File: src/rtl/arith_ctrl_pkg.sv
// Shared definitions for the nibble-serial arithmetic controller:
// FSM state encoding and the adder slice width.
package arith_ctrl_pkg;

  localparam int unsigned NIBBLE_W = 4;

  typedef enum logic [1:0] {
    IDLE = 2'd0,
    RUN  = 2'd1,
    DONE = 2'd2
  } state_t;

endpackage

File: src/rtl/nibble_add4.sv
// Combinational 4-bit ripple-carry adder built from 1-bit full-adder cells.
module nibble_add4
  import arith_ctrl_pkg::*;
(
  input  logic [NIBBLE_W-1:0] a,
  input  logic [NIBBLE_W-1:0] b,
  input  logic                cin,
  output logic [NIBBLE_W-1:0] sum,
  output logic                cout
);

  logic [NIBBLE_W:0] c;

  assign c[0] = cin;

  for (genvar i = 0; i < NIBBLE_W; i++) begin : g_fa
    assign sum[i]  = a[i] ^ b[i] ^ c[i];
    assign c[i+1]  = (a[i] & b[i]) | (c[i] & (a[i] ^ b[i]));
  end

  assign cout = c[NIBBLE_W];

endmodule

File: src/rtl/nibble_serial_add_ctrl.sv
// Nibble-serial adder: adds two WIDTH-bit operands through a single 4-bit
// adder slice, LSB nibble first, with the carry registered between nibbles.
// Valid/ready request in, valid/ready result out.
// Optional macro NIBBLE_SERIAL_SUB_EN adds in_sub for A-B (B inverted, carry-in 1).
module nibble_serial_add_ctrl
  import arith_ctrl_pkg::*;
#(
  parameter int unsigned WIDTH = 16
) (
  input  logic             clk,
  input  logic             rst,
  input  logic             in_valid,
  output logic             in_ready,
  input  logic [WIDTH-1:0] in_a,
  input  logic [WIDTH-1:0] in_b,
  input  logic             in_cin,
`ifdef NIBBLE_SERIAL_SUB_EN
  input  logic             in_sub,
`endif
  output logic             out_valid,
  input  logic             out_ready,
  output logic [WIDTH-1:0] out_sum,
  output logic             out_cout,
  output logic             busy
);

  localparam int unsigned NIB  = WIDTH / NIBBLE_W;
  localparam int unsigned IDXW = (NIB > 1) ? $clog2(NIB) : 1;
  localparam logic [IDXW-1:0] LAST_IDX = IDXW'(NIB - 1);

  state_t state, state_nxt;

  logic [WIDTH-1:0]    a_q;
  logic [WIDTH-1:0]    b_q;
  logic [WIDTH-1:0]    sum_q;
  logic                carry_q;
  logic                cout_q;
  logic [IDXW-1:0]     idx_q;
  logic                sub_mode;

  logic [NIBBLE_W-1:0] slice_a;
  logic [NIBBLE_W-1:0] slice_b;
  logic [NIBBLE_W-1:0] slice_sum;
  logic                slice_cout;
  logic                start_carry;

`ifdef NIBBLE_SERIAL_SUB_EN
  logic sub_q;

  // Subtract mode is captured with the operands so later in_sub changes are ignored.
  always_ff @(posedge clk or posedge rst) begin
    if (rst) begin
      sub_q <= 1'b0;
    end else if (state == IDLE && in_valid) begin
      sub_q <= in_sub;
    end
  end

  assign sub_mode    = sub_q;
  assign start_carry = in_sub ? 1'b1 : in_cin;
`else
  assign sub_mode    = 1'b0;
  assign start_carry = in_cin;
`endif

  // Select the current nibble; in subtract mode B is inverted per nibble.
  always_comb begin
    slice_a = a_q[idx_q*NIBBLE_W +: NIBBLE_W];
    slice_b = b_q[idx_q*NIBBLE_W +: NIBBLE_W] ^ {NIBBLE_W{sub_mode}};
  end

  nibble_add4 u_slice (
    .a    (slice_a),
    .b    (slice_b),
    .cin  (carry_q),
    .sum  (slice_sum),
    .cout (slice_cout)
  );

  // State register.
  always_ff @(posedge clk or posedge rst) begin
    if (rst) begin
      state <= IDLE;
    end else begin
      state <= state_nxt;
    end
  end

  // Next-state logic: accept in IDLE, NIB slice cycles in RUN, hold DONE until taken.
  always_comb begin
    state_nxt = state;
    case (state)
      IDLE:    if (in_valid)            state_nxt = RUN;
      RUN:     if (idx_q == LAST_IDX)   state_nxt = DONE;
      DONE:    if (out_ready)           state_nxt = IDLE;
      default:                          state_nxt = IDLE;
    endcase
  end

  // Handshake and status outputs decoded from the state.
  always_comb begin
    in_ready  = (state == IDLE);
    out_valid = (state == DONE);
    busy      = (state != IDLE);
  end

  // Operand capture and per-nibble accumulation of sum and carry.
  always_ff @(posedge clk or posedge rst) begin
    if (rst) begin
      a_q     <= '0;
      b_q     <= '0;
      sum_q   <= '0;
      carry_q <= 1'b0;
      cout_q  <= 1'b0;
      idx_q   <= '0;
    end else begin
      case (state)
        IDLE: begin
          if (in_valid) begin
            a_q     <= in_a;
            b_q     <= in_b;
            carry_q <= start_carry;
            idx_q   <= '0;
          end
        end
        RUN: begin
          sum_q[idx_q*NIBBLE_W +: NIBBLE_W] <= slice_sum;
          carry_q <= slice_cout;
          idx_q   <= idx_q + 1'b1;
          if (idx_q == LAST_IDX) begin
            cout_q <= slice_cout;
          end
        end
        default: ;
      endcase
    end
  end

  assign out_sum  = sum_q;
  assign out_cout = cout_q;

endmodule

File: config.mk
export PLATFORM = sky130hd
export DESIGN_NAME = nibble_serial_add_ctrl
export DESIGN_NICKNAME = d
export VERILOG_FILES = /design/src/rtl/arith_ctrl_pkg.sv /design/src/rtl/nibble_add4.sv /design/src/rtl/nibble_serial_add_ctrl.sv
export SDC_FILE = /design/constraint.sdc
export NUM_CORES = 1
export LEC_CHECK = 0
export CAP_MARGIN = 10
export CORE_AREA = 4 4 75 77
export CTS_BUF_LIST = sky130_fd_sc_hd__clkbuf_16
export CTS_CLUSTER_SIZE = 16
export DETAILED_ROUTE_END_ITERATION = 7
export DIE_AREA = 0 0 79 81
export PLACE_DENSITY = 0.85
export SLEW_MARGIN = 15
export SYNTH_ARGS = -nofsm -noshare
export SYNTH_HDL_FRONTEND = slang
export SYNTH_SLANG_ARGS = --single-unit
File: constraint.sdc
create_clock -name clk -period 7.1 [get_ports clk]
set_input_delay 1.775 -clock clk [delete_from_list [all_inputs] [get_ports clk]]
set_output_delay 1.775 -clock clk [all_outputs]
set_load 0.01 [all_outputs]
Yosys cells after proc, flatten, opt, wreduce, memory -nomap -nowiden:

Index checks and enable logic that the tools add are counted.
Widths: inputs -> output; s select.

* bits in registers: 54
* latch bits: 0
* memory bits (writable): 0
* memory bits (read-only): 0
* input bits: 37
* word-level logic and storage cells: 55
* memories kept: 0

* add/subtract/negate cells: 2
* $mul: 0
* divide/modulo/power cells: 0
* magnitude comparators: 0
* equal/unequal tests: 6
* shift-type cells: 4
* multiplexer cells: 9
* bitwise operators: 20
* reductions and logical operators: 7

Operators with widths (count)
* $neg 4->34: 1
* $shift 4x34->16 const A: 1
* $shiftx 4x34->16: 1
* $shiftx 16x5->4: 2
* $bwmux 16: 1
* $and 1x1->1: 8
* $mux 2: 4
* $xor 1x1->1: 8
* $pmux 2 s3: 1
* $reduce_and 2->1: 3
* $eq 2x2->1 const B: 2
* $ne 2x2->1 const B: 2
* $or 1x1->1: 4
* $pmux 2 s2: 1
* $reduce_bool 2->1: 2
* $reduce_and 3->1: 1
* $add 2x1->2 const B: 1
* $eq 2x1->1 const B: 1
* $logic_not 2->1: 1
* $ne 2x1->1 const B: 1
* $pmux 1 s2: 1
* $mux 1: 1

Depth between registers and ports, before layout:

Gate-level depths: netlist (run 1).

* depth in word-level cells: 11
* depth in mapped cells: 10
* gate-level depth less buffers: 9

Cells and area by module:

Synthesis (run 1) repeated with hierarchy kept, for this count alone.

* cells, all modules: 177
* area, all modules: 2582.5 um2

Modules (own cells, without submodules)
* nibble_serial_add_ctrl: instances 1, cells an instance 163, area an instance 2464.9 um2
* nibble_add4: instances 1, cells an instance 14, area an instance 117.6 um2

Worst setup path before layout (run 1):

Ideal clock, no wire load.

* kind: reg2reg
* from: reg idx_q[0]
* to: reg sum_q[7] (netlist: out_sum[7])
* library setup time: 0.125 ns
* arrival time: 2.859 ns
* slack: 4.117 ns
* cell stages (with the launch flop): 11
* buffers on the path: 1
* period minus slack after synthesis: 2.983 ns
* path through: dfrtp_1 > buf_2 > mux4_2 > inv_1 > fa_1 > fa_1 > inv_1 > fa_1 > fa_1 > and4b_1 > mux2_2

* word-level cells in the longest chain between the ends: 11
* elaborated cells between the ends (all ways): 23

RTL lines
* start, declared: line nibble_serial_add_ctrl.sv:38 `logic [IDXW-1:0] idx_q;`
* start signal, assigned: line nibble_serial_add_ctrl.sv:129 `idx_q <= idx_q + 1'b1;`
* $shiftx 16x5->4, on equally long branches: line nibble_serial_add_ctrl.sv:68, nibble_serial_add_ctrl.sv:69
* $xor 1x1->1: line nibble_add4.sv:17, nibble_add4.sv:18
* $and 1x1->1: line nibble_add4.sv:18 `assign c[i+1] = (a[i] & b[i]) | (c[i] & (a[i] ^ b[i]));`
* $or 1x1->1: line nibble_add4.sv:18
* $and 1x1->1: line nibble_add4.sv:18
* $or 1x1->1: line nibble_add4.sv:18
* $and 1x1->1: line nibble_add4.sv:18
* $or 1x1->1: line nibble_add4.sv:18
* $xor 1x1->1: line nibble_add4.sv:17 `assign sum[i] = a[i] ^ b[i] ^ c[i];`
* $shiftx 4x34->16: line nibble_serial_add_ctrl.sv:127 `sum_q[idx_q*NIBBLE_W +: NIBBLE_W] <= slice_sum;`
* $bwmux 16 (*): line nibble_serial_add_ctrl.sv:127
* end signal, assigned by index: line nibble_serial_add_ctrl.sv:127
* end, declared: line nibble_serial_add_ctrl.sv:35 `logic [WIDTH-1:0] sum_q;`

Every way passes the cells marked *; elsewhere a longest branch is shown, timed or not.
A chain may end at the register's enable or synchronous reset.

Final worst setup path (run 1):

* from: reg state[1]
* to: out in_ready

* word-level cells in the longest chain between the ends: 1

RTL lines
* start, declared: line nibble_serial_add_ctrl.sv:31 `state_t state, state_nxt;`
* start signal, assigned: line nibble_serial_add_ctrl.sv:85 `state <= state_nxt;`
* $logic_not 2->1: line nibble_serial_add_ctrl.sv:102 `in_ready = (state == IDLE);`
* end, declared: line nibble_serial_add_ctrl.sv:13 `output logic in_ready,`

Every way passes these cells.

==> qor.csv, run 1 <==
metric,value,unit
globalplace.congestion,0.789,
dieWidth,79,um
yosysWarnings,0,
grt_max_degree,55,
syn-num-nets,227,
pin_count,57,
setup-violations-final,0,
holdWs,0.486,ns
synthTopCellsByCount,"54 x dfrtp_1, 39 x mux2_2, 12 x inv_1, 8 x mux4_2",
synthCells,180,
clockRootBuffer,clkbuf_16,
layout_min_cycle_time,3.56,ns
ctsResizeCount,0,
synth.distinct_cells,32,
seq_area,0.00135,mm2
async_reset_ff_share,100,%
worst_slew_margin_rel,55.6,%
core_area,0.00501,mm2
num_vias,1649,
dp_hpwl,3590,um
ys_seq_elements,54,
area.growth.synth_to_final,28.0,%
wirelength,4860,um
nets,283,
path_clk_slew,0.06,ns
synth_top_area_share,51.2,%
p_total,0.00161,W
critPathLaunchType,register,
fmax,0.281,GHz
dr.pass1.iters,4,
drive_gt1_share,25.0,%
fillCellCount,407,
die_h,81,um
finalHoldViolCount,0,
vdd.ir_drop.worst,0.305,mV
vias_per_cell,5.39,
postCtsHoldBufs,0,
ys_seq_area_share,51.2,%
cts_buffers,5,
cts_tree,done,
cts_setup_buffers,0,
max_stage_delay,0.55,ns
htreeDepth,2,
worstSetupPathType,reg2out,
yosysMostFrequentCell,dfrtp_1,
first_iter_violations,66,
cp.arrival,1.79,ns
synth_edf_count,0,
yosysTopAreaCell,dfrtp_1,
post-route-period-util,50.2,%
ant_nets,0,
drv_slew,0,
hp-class,reg2reg,
fin_tns_setup,0,ns
netlist_area,0.00264,mm2
layout.cells.non_filler,306,
crit_required,5.33,ns
grt_util_all_layers,16.8,%
start_util,52.6,%
tightest_slew,0.665,ns
powerDensity,478,mW/mm2
clockBufferDepth,2,
cp_num_buf_inv,2,
grt_pass1_wl,8190,um
worstPathCellList,"or2_2, inv_1, clkdlybuf4s50_1",
io_buffers,56,
clock_skew,0.00337,ns
yosys-top-cells-area,"dfrtp_1 51%, mux2_2 17%, mux4_2 6.8%",
cp_top_family,buffers and inverters,
cp_max_fo,15,
wl_per_cell,15.9,um
grt_pass1_vias,1769,
p_leak,1.45,nW
worstSkewPairLatency,0.28,ns
drc,0,
cp_slowest_cell,dfrtp_1,
ys.flop_type,dfrtp_1,
status,"complete, no violations",
avgSynthCellArea,14.7,um2
die_area,0.00640,mm2
end_kind,output port,
grt_setup_unrepaired,false,
multi_input_area,0.00118,mm2
drv_cap,0,
antennaDiodeCount,0,
overflow,0,
clock_sinks,54,
fin_util,67.4,%
place_inst,299,
antenna_found_initial,0,
std_cell_rows,26,
through the flow:
stage | worst slack [ns] | area [um2]
after floorplan | 4.01 | 2640
after global placement | 3.74 | 3240
after detailed placement | 3.70 | 3240
after CTS | 3.53 | 3380
after global routing | 3.44 | 3380
final | 3.54 | 3380
report_power, final:
part / internal [W] / total (W) / switching, W
clock network: 0.000126 / 0.000223 / 0.0000972
logic: 0.000466 / 0.000854 / 0.000388
registers: 0.000443 / 0.000536 / 0.0000934
cell usage in the layout (no fill, tap or decap), types with 2 or more instances in the layout:
master,n
a21o_1,2
a32o_1,4
and4b_1,2
nor2b_1,3
nor4bb_1,6
nor4b_1,3
nand4b_1,2
buf_4,3
clkdlybuf4s50_1,56
inv_1,13
fa_1,4
dfrtp_1,54
clkbuf_16,5
o2bb2ai_1,2
mux4_2,8
and3b_1,2
nand3b_1,4
a22o_1,2
nor2_1,3
mux2_2,39
mux2_1,2
ha_1,6
final timing paths:
| path | from | end | slack [ns] | depth (start not counted) |
|---|---|---|---|---|
| worst max register to register | idx_q[1]$_DFFE_PP0P_ | out_sum[15]$_DFFE_PP0P_ | 3.83 | 9 |
| worst min register to register | b_q[3]$_DFFE_PP0P_ | b_q[3]$_DFFE_PP0P_ | 0.49 | 1 |
| min in group asynchronous | rst | out_sum[3]$_DFFE_PP0P_ | 1.99 | 3 |
| max in group asynchronous | rst | a_q[3]$_DFFE_PP0P_ | 4.67 | 3 |
| worst min-delay path | b_q[3]$_DFFE_PP0P_ | b_q[3]$_DFFE_PP0P_ | 0.49 | 1 |
| worst max-delay path | state[1]$_DFFE_PP0P_ | in_ready | 3.54 | 3 |
routing by layer:
metal / vias to the layer above / GRT usage (%) / wire length [um]
met4: 0 / 6.19 / 110
li1: 766 / - / -
met2: 47 / 30.3 / 2560
met1: 825 / 19.6 / 1960
met3: 11 / 3.88 / 232
met5: - / 0 / 0
flip-flops by register name (all words and copies together), names as in the netlist:
| register | flops |
|---|---|
| a_q | 16 |
| b_q | 16 |
| carry_q | 1 |
| idx_q | 2 |
| out_cout | 1 |
| out_sum | 16 |
| state | 2 |
area by class of cell:
cell class | instances | area share (%)
clock buffers | 5 | 3.71
clock inverters | 2 | 0.222
inverters | 12 | 1.33
multi-input cells | 104 | 34.8
flip-flops and latches | 54 | 40.0
well taps | 70 | 2.59
repair buffers | 59 | 17.3
kinds of logic (layout without fill, tap and decap cells):
kind of cell / count (synthesis) / count (layout) / share of synthesized area, %
muxes: 49 / 49 / 24.3
and+or+nand+nor: 31 / 31 / 9.87
buffers and inverters: 22 / 78 / 4.17
adders and majority gates: 10 / 10 / 5.88
DFF: 54 / 54 / 51.2
AOI/OAI and AO/OA: 14 / 14 / 4.51
(Power assumes the default switching activity.)
==> inputs of run 2 (changes only) <==
--- a/config.mk
+++ b/config.mk
@@ -6,12 +6,12 @@
 export NUM_CORES = 1
 export LEC_CHECK = 0
 export CAP_MARGIN = 10
-export CORE_AREA = 4 4 75 77
+export CORE_AREA = 4 4 81 83
 export CTS_BUF_LIST = sky130_fd_sc_hd__clkbuf_16
 export CTS_CLUSTER_SIZE = 16
 export DETAILED_ROUTE_END_ITERATION = 7
-export DIE_AREA = 0 0 79 81
-export PLACE_DENSITY = 0.85
+export DIE_AREA = 0 0 85 87
+export PLACE_DENSITY = 0.77
 export SLEW_MARGIN = 15
 export SYNTH_ARGS = -nofsm -noshare
 export SYNTH_HDL_FRONTEND = slang
==> constraint.sdc (replaced) <==
create_clock -name clk -period 3.02 [get_ports clk]
set_input_delay 0.755 -clock clk [delete_from_list [all_inputs] [get_ports clk]]
set_output_delay 0.755 -clock clk [all_outputs]
set_load 0.01 [all_outputs]
==> run 2 against run 1 <==
  * Sequential share of layout area decreased by 1.2 points
  * Clock power increased by 140%
  * Combinational power increased to 2.6 times the previous value
  * Clock skew increased by 0.0030 ns
  * Highest routed layer unchanged
==> qor.csv, run 2 (synthesis gave the netlist of run 1 again) <==
metric,value,unit
status,"complete, no violations",
vdd.ir_drop.worst,0.562,mV
hp-class,reg2reg,
cp.arrival,3.05,ns
fillCellCount,482,
dieWidth,85,um
grt_setup_unrepaired,false,
clock_skew,0.00638,ns
std_cell_rows,28,
grt_max_degree,35,
reg2reg_depth,9,
cts_buffers,5,
nets,289,
setup-violations-final,0,
clockBufferDepth,2,
postCtsHoldBufs,0,
path_clk_slew,0.07,ns
antennaDiodeCount,0,
crit_required,3.19,ns
dr.pass1.iters,4,
area.growth.synth_to_final,32.0,%
min_path_cells,1,
p_leak,1.49,nW
grt_pass1_vias,1764,
cts_tree,done,
cp_num_buf_inv,2,
wl_per_cell,16.3,um
fin_util,59.5,%
drv_cap,0,
drive_gt1_share,29.6,%
tightest_slew,0.616,ns
clockRootBuffer,clkbuf_16,
grt_util_all_layers,14.7,%
clock_sinks,54,
ant_nets,0,
p_total,0.00401,W
r2r-end,out_sum[15]$_DFFE_PP0P_,
vias_per_cell,5.32,
io_buffers,56,
finalHoldViolCount,0,
grt_pass1_wl,8660,um
holdWs,0.487,ns
max_stage_delay,0.47,ns
cp_slowest_cell,fa_2,
globalplace.congestion,0.750,
htreeDepth,2,
overflow,0,
start_util,45.1,%
core_area,0.00585,mm2
critPathLaunchType,register,
cp_top_family,adder cells,
cp_max_fo,6,
wirelength,5170,um
num_vias,1693,
dp_hpwl,3860,um
die_area,0.00740,mm2
r2r-start,idx_q[1]$_DFFE_PP0P_,
drc,0,
final_cell_mix,"56 x clkdlybuf4s50_1, 52 x dfrtp_1, 39 x mux2_2",
final_common_cell,clkdlybuf4s50_1,
r2r_setup_slack,0.14,ns
fmax,0.347,GHz
cpMostUsedCell,fa_2,
layout_min_cycle_time,2.88,ns
worstSkewPairLatency,0.29,ns
worstSetupPathType,reg2reg,
worstPathCellList,"mux4_2, inv_1, fa_2, fa_1, inv_1, fa_2, fa_2, nor4bb_4, mux2_2",
layout.cells.non_filler,318,
fin_tns_setup,0,ns
holdPathEnd,b_q[3]$_DFFE_PP0P_,
die_h,87,um
antenna_found_initial,0,
end_kind,register,
place_inst,307,
min_from,b_q[3]$_DFFE_PP0P_,
first_iter_violations,35,
worst_slew_margin_rel,58.9,%
post-route-period-util,95.3,%
powerDensity,1150,mW/mm2
pin_count,57,
drv_slew,0,
-- run 2: how the worst max path moves through the flow --
stage,startpoint,end,slack [ns],cells past startpoint
detailed placement,idx_q[0]$_DFFE_PP0P_,out_sum[15]$_DFFE_PP0P_,0.04,9
floorplan,idx_q[0]$_DFFE_PP0P_,out_sum[7]$_DFFE_PP0P_,0.04,10
finish,idx_q[1]$_DFFE_PP0P_,out_sum[15]$_DFFE_PP0P_,0.14,9
global route,idx_q[1]$_DFFE_PP0P_,out_sum[15]$_DFFE_PP0P_,0.01,9
CTS,idx_q[1]$_DFFE_PP0P_,out_sum[15]$_DFFE_PP0P_,0.03,9
global placement,idx_q[1]$_DFFE_PP0P_,out_sum[7]$_DFFE_PP0P_,0.14,9
-- run 2: routing by layer --
layer	GRT usage [%]	share of wire (%)	wire length, um
met1	19.2	44	2270
met2	25.5	51	2620
met3	3.03	4.6	237
met4	3.02	0.85	44
met5	0	0	0
-- run 2: timing repair --
action                                  in CTS  in global routing
resized for setup                            0                  7
buffers inserted                             0                  3
endpoints found under the setup margin       0                  3
hold endpoints to repair                     0                  0
-- run 2: report_power, final --
| part | total [W] | switching (W) | internal (W) | leakage (nW) |
|---|---|---|---|---|
| clock | 0.000538 | 0.000238 | 0.000300 | 0.0724 |
| combinational | 0.00223 | 0.000983 | 0.00125 | 0.748 |
| sequential | 0.00125 | 0.000201 | 0.00105 | 0.666 |
-- run 2: metrics by stage --
stage                     setup slack [ns]  instance area (um2)
after floorplan                     0.0366                 2640
after CTS                           0.0300                 3430
after global routing                0.0127                 3480
after global placement               0.145                 3300
final                                0.142                 3480
after detailed placement            0.0378                 3300
-- run 2: cell type report --
cell class              instances  area [um2]  share of cell area (%)
clock inverters                 3        12.5                   0.359
flip-flops and latches         54        1350                    38.9
inverters                      12        45.0                    1.29
repair buffers                 65         653                    18.8
well taps                      75        93.8                    2.69
multi-input cells             104        1200                    34.4
clock buffers                   5         125                    3.59
-- run 2: worst register-to-register path, stage by stage, from the launching register on --
cell,delay [ns]
dfrtp_2,0.46
mux4_2,0.34
inv_1,0.05
fa_2,0.34
fa_1,0.36
inv_1,0.08
fa_2,0.20
fa_2,0.47
nor4bb_4,0.18
mux2_2,0.28
==> inputs of run 3 (changes only) <==
--- a/config.mk
+++ b/config.mk
@@ -11,6 +11,7 @@
 export CTS_CLUSTER_SIZE = 16
 export DETAILED_ROUTE_END_ITERATION = 7
 export DIE_AREA = 0 0 85 87
+export HOLD_SLACK_MARGIN = 0.06
 export PLACE_DENSITY = 0.77
 export SLEW_MARGIN = 15
 export SYNTH_ARGS = -nofsm -noshare
==> results of run 3 <==
Final layout, timing and power as in run 2 (identical DEF).
